File: src/rtl/mult_control.sv
// Sequencing FSM for the shift-add multiplier: drives datapath selects from start/b_lsb.
// Latency: start sampled on cycle 0, CALC on cycles 1..WIDTH, done pulse on cycle WIDTH+1.
// No backpressure: start is only accepted in IDLE and ignored (not queued) otherwise.
module mult_control #(
   parameter int WIDTH = 32,
   parameter int CNT_W = 6
) (
   input  logic             i_clk,
   input  logic             i_reset,
   input  logic             i_start,
   input  logic             i_b_lsb,
   output logic             o_a_sel,
   output logic             o_b_sel,
   output logic             o_prod_sel,
   output logic             o_add_sel,
   output logic             o_busy,
   output logic             o_done,
   output logic [CNT_W-1:0] o_iter
);

   typedef enum logic [1:0] {
      S_IDLE = 2'd0,
      S_CALC = 2'd1,
      S_DONE = 2'd2
   } state_t;

   // Last iteration index; reaching it in CALC ends the operation.
   localparam logic [CNT_W-1:0] LAST_ITER = CNT_W'(WIDTH - 1);

   state_t           r_state;
   state_t           w_state_next;
   logic [CNT_W-1:0] r_iter;
   logic [CNT_W-1:0] w_iter_next;

   // State and iteration counter registers; reset abandons any in-flight operation.
   always_ff @(posedge i_clk) begin
      if (i_reset) begin
         r_state <= S_IDLE;
         r_iter  <= '0;
      end else begin
         r_state <= w_state_next;
         r_iter  <= w_iter_next;
      end
   end

   // Next-state, counter and select decode; only add_sel and IDLE prod_sel look at inputs.
   always_comb begin
      w_state_next = r_state;
      w_iter_next  = r_iter;
      o_a_sel      = 1'b0;
      o_b_sel      = 1'b0;
      o_prod_sel   = 1'b1;
      o_add_sel    = 1'b1;
      o_busy       = 1'b0;
      o_done       = 1'b0;
      case (r_state)
         S_IDLE: begin
            // Operands load unconditionally; product clears only when starting.
            o_prod_sel = ~i_start;
            if (i_start) begin
               w_state_next = S_CALC;
               w_iter_next  = '0;
            end
         end
         S_CALC: begin
            o_a_sel     = 1'b1;
            o_b_sel     = 1'b1;
            o_add_sel   = ~i_b_lsb;
            o_busy      = 1'b1;
            w_iter_next = r_iter + CNT_W'(1);
            if (r_iter == LAST_ITER) begin
               w_state_next = S_DONE;
            end
         end
         S_DONE: begin
            // Counter already reads WIDTH here and keeps it until the next start.
            o_done       = 1'b1;
            w_state_next = S_IDLE;
         end
         default: begin
            w_state_next = S_IDLE;
         end
      endcase
   end

   assign o_iter = r_iter;

endmodule

File: config.mk
export PLATFORM = sky130hd
export DESIGN_NAME = mult_control
export DESIGN_NICKNAME = d
export VERILOG_FILES = /design/src/rtl/mult_control.sv
export SDC_FILE = /design/constraint.sdc
export NUM_CORES = 1
export LEC_CHECK = 0
export ABC_AREA = 1
export CAP_MARGIN = 20
export CORE_AREA = 5 5 42 44
export CTS_CLUSTER_SIZE = 16
export DETAILED_ROUTE_END_ITERATION = 8
export DIE_AREA = 0 0 47 49
export HOLD_SLACK_MARGIN = 0.06
export SYNTH_ARGS = -nofsm -noshare
export SYNTH_HDL_FRONTEND = slang
export SYNTH_SLANG_ARGS = --single-unit
File: constraint.sdc
create_clock -name i_clk -period 2.5 [get_ports i_clk]
set_input_delay 0.375 -clock i_clk [delete_from_list [all_inputs] [get_ports i_clk]]
set_output_delay 0.375 -clock i_clk [all_outputs]
set_load 0.1 [all_outputs]
* Yosys cells after proc, flatten, opt, wreduce, memory -nomap -nowiden
Cells that the tools add are included.
** Word-level totals
- Output and inout bits :: 12
- Word-level logic and storage cells :: 23
- Bits in registers :: 8
- Input bits :: 4
** Cells by class
- Reduce and logical (&&, ||, !) cells :: 4
- Bitwise gates (word level) :: 2
- Mux-type cells :: 9
- Eq/ne operators :: 5
- Add/subtract/negate cells :: 1
** Operators by type and width (count)
- one-hot mux 6 bit (2 select lines) :: 1
- adder 6 x 1 -> 6 bit, second input constant :: 1
- equality test 6 x 5 -> 1 bit, second input constant :: 1
- 2-to-1 mux 6 bit :: 1
- 2-to-1 mux 1 bit :: 4
- 2-to-1 mux 2 bit :: 2
- != test 2 bit, second input constant :: 2
- one-hot mux 2 bit (2 select lines) :: 1
- AND reduction 2 bit :: 2
- equality test 2 x 1 -> 1 bit, second input constant :: 1
- equality test 2 bit, second input constant :: 1
- zero test 2 bit :: 1
- NOT 1 bit :: 2
- nonzero test 2 bit :: 1

* Logic depth before layout (Yosys ltp)
Gate-level depths: netlist (run 1).
- Depth after elaboration :: 3
- Gate-level depth with buffers :: 7
- Mapped depth without buffers :: 6

* Worst setup path after synthesis (run 1)
Ideal clock, no wire load.
- Kind :: reg-to-output
- From :: reg r_state[1]
- To :: out o_done
- Path buffers :: 0
- Stages on the path, launching flop included :: 3
- Slack :: 447 ps
- Data arrival time :: 1678 ps
- Path through :: dfxtp_1 -> inv_1 -> nor2_1
** On the way
- Cells in the longest elaborated chain, start to end :: 2
** RTL lines
- start: declaration :: RTL line 30 : state_t r_state;
- start signal: assignment :: RTL line 41 : r_state <= w_state_next;
- equality test 2 bit :: RTL line 56 : case (r_state)
- 2-to-1 mux 1 bit :: RTL line 56
- end: declaration :: RTL line 17 : output logic o_done,
No other way between the ends.

* Final worst setup path (run 1)
- From :: reg r_state[0]
- To :: out o_busy
** On the way
- Cells in the longest elaborated chain, start to end :: 2
** RTL lines
- equality test 2 x 1 -> 1 bit :: RTL line 56
- 2-to-1 mux 1 bit :: RTL line 56
- end: declaration :: RTL line 16 : output logic o_busy,
No other way between the ends.

==> flow_summary_export.csv, run 1 <==
group,metric,value,unit
outcome,status,"completed",
synthesis,syn_avg_cell_area,6.88,um2
finish,fin_nets,86,
global_routing,grt_max_degree,14,
clocking,cts_buffers,3,
synthesis,ys_top_cells_by_area,"dfxtp_1 (36%), nand2_1 (14%), inv_1 (7.7%)",
flow_run,cap_violations,0,
synthesis,ys_warn_count,0,
global_routing,grt_remaining_overflow,0,
timing,fin_crit_sh,66.7,%
synthesis,synth.net_count,69,
pwr,p_leak,0.281,nW
synthesis,synth_top_area_share,36.4,%
floorplanning,die_w,47,um
finish,nFillCells,162,
clocking,cts_sinks,8,
floorplanning,num_rows,14,
clocking,cts_buffer_depth,2,
global_routing,grt_usage,8.55,%
timing,maxSlewViolCount,0,
place,gp_congestion,0.783,
worst_setup_path,worstSetupStartpointType,"flop",
global_routing,antenna_found_initial,0,
routing,drc_errors,0,
pwr,clkPwrFrac,30.8,%
routing,wl_per_cell,9.59,um
pwr,p_comb_share,28.9,%
worst_hold_path,hold_class,"flop to flop",
timing,finalSetupViolations,0,
place,dp_hpwl,700,um
pwr,p_seq_share,40.3,%
pwr,p_int,0.000208,W
finish,syn_to_final_growth,33.8,%
finish,drive_above_1_share,26.6,%
routing,drt_wl_total,911,um
clocking,htree_num_levels,1,
pwr,switching_power,0.000125,W
routing,via_count,420,
pwr,switching_share,37.5,%
finish,num_antenna_cells,0,
synthesis,ys_seq_area_share,36.4,%
global_routing,grt_first_pass_wirelength,1.36,mm
clocking,cts_tree,"built",
timing,clock_skew,0.00470,ns
timing,rsz0062_at_grt,"false",
timing,worst_slew_pin_slew,0.364,ns
pwr,fin_total_pwr,0.000333,W
timing,relSlewSlack,75.6,%
routing,dr.pass1.iters,4,
worst_setup_path,cp-end-kind,"output port",
pwr,p_per_area,564,nW/um2
floorplanning,core,1400,um2
clocking,clkLatencyLatePin,0.26,ns
timing,final_hold_viol_count,0,
place,numPortBuffers,15,
clocking,clk_pin_slew_worst_paths,0.05,ns
synthesis,synth_area,440,um2
synthesis,ys_ff_latch,8,
synthesis,synthCells,64,
finish,ff_latch_area,160,um2
worst_setup_path,cp.arrival,1.29,ns
clocking,post_cts_buffers,0,
worst_setup_path,crit_path_max_fanout,13,
global_routing,grt_pass1_vias,345,
timing,period_minus_slack,1.67,ns
floorplanning,initial_core_util,31.4,%
timing,max_clock_freq,600,MHz
timing,fin_setup_tns,0,ns
routing,via_per_inst,4.42,
synthesis,ys_types,18,
clocking,cts_resized,0,
finish,multi_input_area,216,um2
pwr,ir_worst_vdd,0.228,mV
synthesis,synth_largest_area_cell,"dfxtp_1",
worst_setup_path,required,2.12,ns
worst_setup_path,worstSetupPathType,"flop to output port",
routing,drtIter0Drc,4,
clocking,cts_root_buf,"clkbuf_4",
floorplanning,ioPinCount,16,
floorplanning,die_h,49,um
routing,antenna_left,0,
clocking,holdBufCountCts,0,
floorplanning,die_area,2300,um2
==> cells in the final DEF, fill, tap and decap left out, drive strengths merged, types with 2 or more instances in the layout <==
master,synthesis,final
nand3,5,5
dfxtp,8,8
o21ai,2,2
clkdlybuf4s50,0,3
a21oi,3,3
nand2,17,17
buf,3,12
inv,10,10
nor2,11,11
clkbuf,0,3
==> power groups by stage <==
| stage | Clock, W | Combinational, W | Sequential [W] |
|---|---|---|---|
| floorplan | 0 | 0.0000626 | 0.000152 |
| global placement | 0 | 0.0000965 | 0.000137 |
| detailed placement | 0 | 0.0000969 | 0.000137 |
| CTS | 0.000107 | 0.0000970 | 0.000134 |
| global route | 0.000112 | 0.000101 | 0.000134 |
| finish | 0.000102 | 0.0000962 | 0.000134 |
==> per-stage QoR <==
stage | util [%] | hold slack, ns | cell area (um2) | setup slack (ns) | instances
floorplan | - | 0.444 | 440 | 0.447 | 64
global placement | 40.4 | 0.490 | 567 | 0.836 | 92
detailed placement | 40.4 | 0.492 | 567 | 0.825 | 92
CTS | 42.1 | 0.501 | 589 | 0.822 | 95
global route | 42.1 | 0.515 | 589 | 0.768 | 95
finish | 42.1 | 0.499 | 589 | 0.832 | 95
==> Yosys cell counts (all sizes together) <==
library cell / count
nand2: 17
nor2: 11
inv: 10
dfxtp: 8
nand3: 5
a21oi: 3
buf: 3
o21ai: 2
ha: 1
nand3b: 1
nand4: 1
nor3: 1
or2: 1
==> worst paths after layout <==
check	slack [ns]	from	end	cells after the start
max	0.83	r_state[0]$_SDFFE_PP0P_	o_busy	3
min	0.50	o_iter[1]$_SDFFE_PP0P_	o_iter[1]$_SDFFE_PP0P_	2
max reg2reg	1.37	o_iter[0]$_SDFFE_PP0P_	o_iter[4]$_SDFFE_PP0P_	6
min reg2reg	0.50	o_iter[1]$_SDFFE_PP0P_	o_iter[1]$_SDFFE_PP0P_	2
==> worst max-delay path: stages, from the launching register on <==
cell and delay, ns:
dfxtp_1 0.36, inv_2 0.06, nor2_4 0.26, buf_4 0.36
==> final cells by class <==
class,instances,area share [%]
inverters,10,6.37
flip-flops and latches,8,27.2
well taps,16,3.40
clock buffers,3,3.82
multi-input cells,43,36.7
repair buffers,15,22.5
==> per-layer routing <==
metal / up-vias / track usage (%) / part of all wire, %
li1: 226 / - / -
met1: 174 / 10.9 / 49
met2: 15 / 10.9 / 39
met3: 5 / 2.21 / 8.1
met4: 0 / 8.29 / 3.8
met5: - / 0 / 0
==> cell families (layout without fill, tap and decap cells) <==
kind of cell	count (synthesis)	in the layout	share of synthesized area (%)
AOI/OAI and AO/OA	5	5	5.68
adders and majority gates	1	1	2.84
buffers and inverters	13	28	14.5
DFF	8	8	36.4
and+or+nand+nor	37	37	40.6
==> flip-flops by register name (all words and copies together) (netlist names) <==
register,count
o_iter,6
r_state,2
(Power assumes the default switching activity.)
==> run 2: changes to the inputs <==
==> constraint.sdc (replaced) <==
create_clock -name i_clk -period 1.7 [get_ports i_clk]
set_input_delay 0.255 -clock i_clk [delete_from_list [all_inputs] [get_ports i_clk]]
set_output_delay 0.255 -clock i_clk [all_outputs]
set_load 0.1 [all_outputs]
==> flow_summary_export.csv, run 2 (synthesis gave the netlist of run 1 again) <==
group,metric,value,unit
timing,max_clock_freq,716,MHz
timing,worst_slew_pin_slew,0.383,ns
timing,fin_setup_tns,0,ns
global_routing,antenna_found_initial,0,
clocking,clk_pin_slew_worst_paths,0.05,ns
worst_setup_path,required,1.44,ns
worst_hold_path,hold_class,"flop to flop",
clocking,cts_buffer_depth,2,
worst_setup_path,worstSetupPathType,"flop to output port",
routing,drc_errors,0,
place,gp_congestion,0.742,
clocking,holdBufCountCts,0,
place,placed_cell_area,714,um2
timing,finalSetupViolations,0,
pwr,ir_worst_vdd,0.331,mV
timing,clock_skew,0.00142,ns
worst_setup_path,cp-end-kind,"output port",
finish,finish.instance_area,759,um2
finish,drive_above_1_share,34.1,%
pwr,p_leak,0.335,nW
routing,antenna_left,0,
floorplanning,core,1400,um2
worst_setup_path,cp_num_buf_inv,3,
routing,drtIter0Drc,3,
floorplanning,ioPinCount,16,
clocking,htree_num_levels,1,
worst_setup_path,critical_path.cell_chain,"inv_2 > nor2_4 > buf_4 > buf_12",
floorplanning,die_h,49,um
finish,nFillCells,147,
finish,num_antenna_cells,0,
clocking,clkLatencyLatePin,0.25,ns
routing,via_per_inst,4.45,
finish,syn_to_final_growth,72.4,%
timing,period_minus_slack,1.40,ns
worst_setup_path,max_stage_delay,0.37,ns
timing,maxSlewViolCount,0,
global_routing,grt_usage,8.89,%
worst_setup_path,crit_slowest_cell,"dfxtp_1",
pwr,p_per_area,683,nW/um2
global_routing,grt_remaining_overflow,0,
worst_setup_path,worstSetupStartpointType,"flop",
timing,relSlewSlack,74.3,%
place,dp_hpwl,726,um
finish,stdcell_count,98,
floorplanning,initial_core_util,31.4,%
clocking,cts_tree,"built",
outcome,status,"completed",
floorplanning,num_rows,14,
finish,fin_util,54.2,%
global_routing,grt_pass1_vias,372,
routing,via_count,436,
floorplanning,die_area,2300,um2
clocking,cts_root_buf,"clkbuf_4",
worst_setup_path,cp.arrival,1.14,ns
flow_run,cap_violations,0,
place,dpl.cell_count,92,
finish,fin_nets,89,
finish,final_cell_mix,"nand2_1 (17), buf_12 (12), inv_1 (9)",
place,numPortBuffers,15,
routing,dr.pass1.iters,2,
clocking,cts_buffers,3,
worst_setup_path,critPathTopFamily,"buffers and inverters",
timing,fin_crit_sh,82.2,%
timing,rsz0062_at_grt,"false",
global_routing,grt_first_pass_wirelength,1.47,mm
timing,final_hold_viol_count,0,
routing,drt_wl_total,927,um
worst_setup_path,crit_path_max_fanout,4,
finish,final_common_cell,"nand2_1",
global_routing,grt_max_degree,14,
clocking,cts_sinks,8,
finish,largest_reg_flops,6,
floorplanning,die_w,47,um
routing,wl_per_cell,9.46,um
-- run 2: cell count changes in the layout (fill, tap and decap cells not counted), sizes merged --
cell,previous run,this run
buf,12,15
-- run 2: repair_timing --
action	CTS	global route
buffers inserted	0	3
setup endpoints to repair	0	1
resized for setup	0	0
-- run 2: path summary, 6_finish.rpt --
check                                from                endpoint  slack [ns]  cells past startpoint
hold / removal     o_iter[1]$_SDFFE_PP0P_  o_iter[1]$_SDFFE_PP0P_        0.50                      2
setup / recovery  r_state[0]$_SDFFE_PP0P_                 o_b_sel        0.30                      4
setup reg to reg   o_iter[0]$_SDFFE_PP0P_  o_iter[4]$_SDFFE_PP0P_        0.56                      6
hold reg to reg    o_iter[1]$_SDFFE_PP0P_  o_iter[1]$_SDFFE_PP0P_        0.50                      2
-- run 2: layout make-up --
type | count | area (um2) | area share (%)
inverter | 10 | 37.5 | 4.94
clock buffer | 3 | 22.5 | 2.97
sequential | 8 | 163 | 21.4
multi-input combinational | 43 | 224 | 29.5
timing repair buffer | 18 | 293 | 38.6
tap | 16 | 20.0 | 2.64
-- run 2: stage by stage --
step	power (W)	worst slack [ns]	hold WS [ns]
2_1_floorplan	0.000317	0.0398	0.317
3_3_place_gp	0.000373	0.326	0.494
3_5_place_dp	0.000375	0.306	0.494
4_1_cts	0.000520	0.0305	0.505
5_1_grt	0.000549	0.240	0.523
6_report	0.000519	0.303	0.504
-- run 2: where the power goes --
part	switching [W]	total (W)	internal, W
Combinational	0.000115	0.000178	0.0000629
Sequential	0.00000650	0.000200	0.000193
Clock	0.0000604	0.000141	0.0000805
-- run 2: tightest hold or removal path, cell delays in order, from the launching register on --
cell,delay (ns)
dfxtp_2,0.34
nand2_1,0.07
a21oi_1,0.05
-- run 2: per-layer routing --
layer	vias to the layer above	part of all wire, %	GRT usage, %
li1	232	-	-
met1	188	46	10.8
met2	14	45	12.0
met3	2	7.4	4.43
met4	0	1.2	5.53
met5	-	0	0
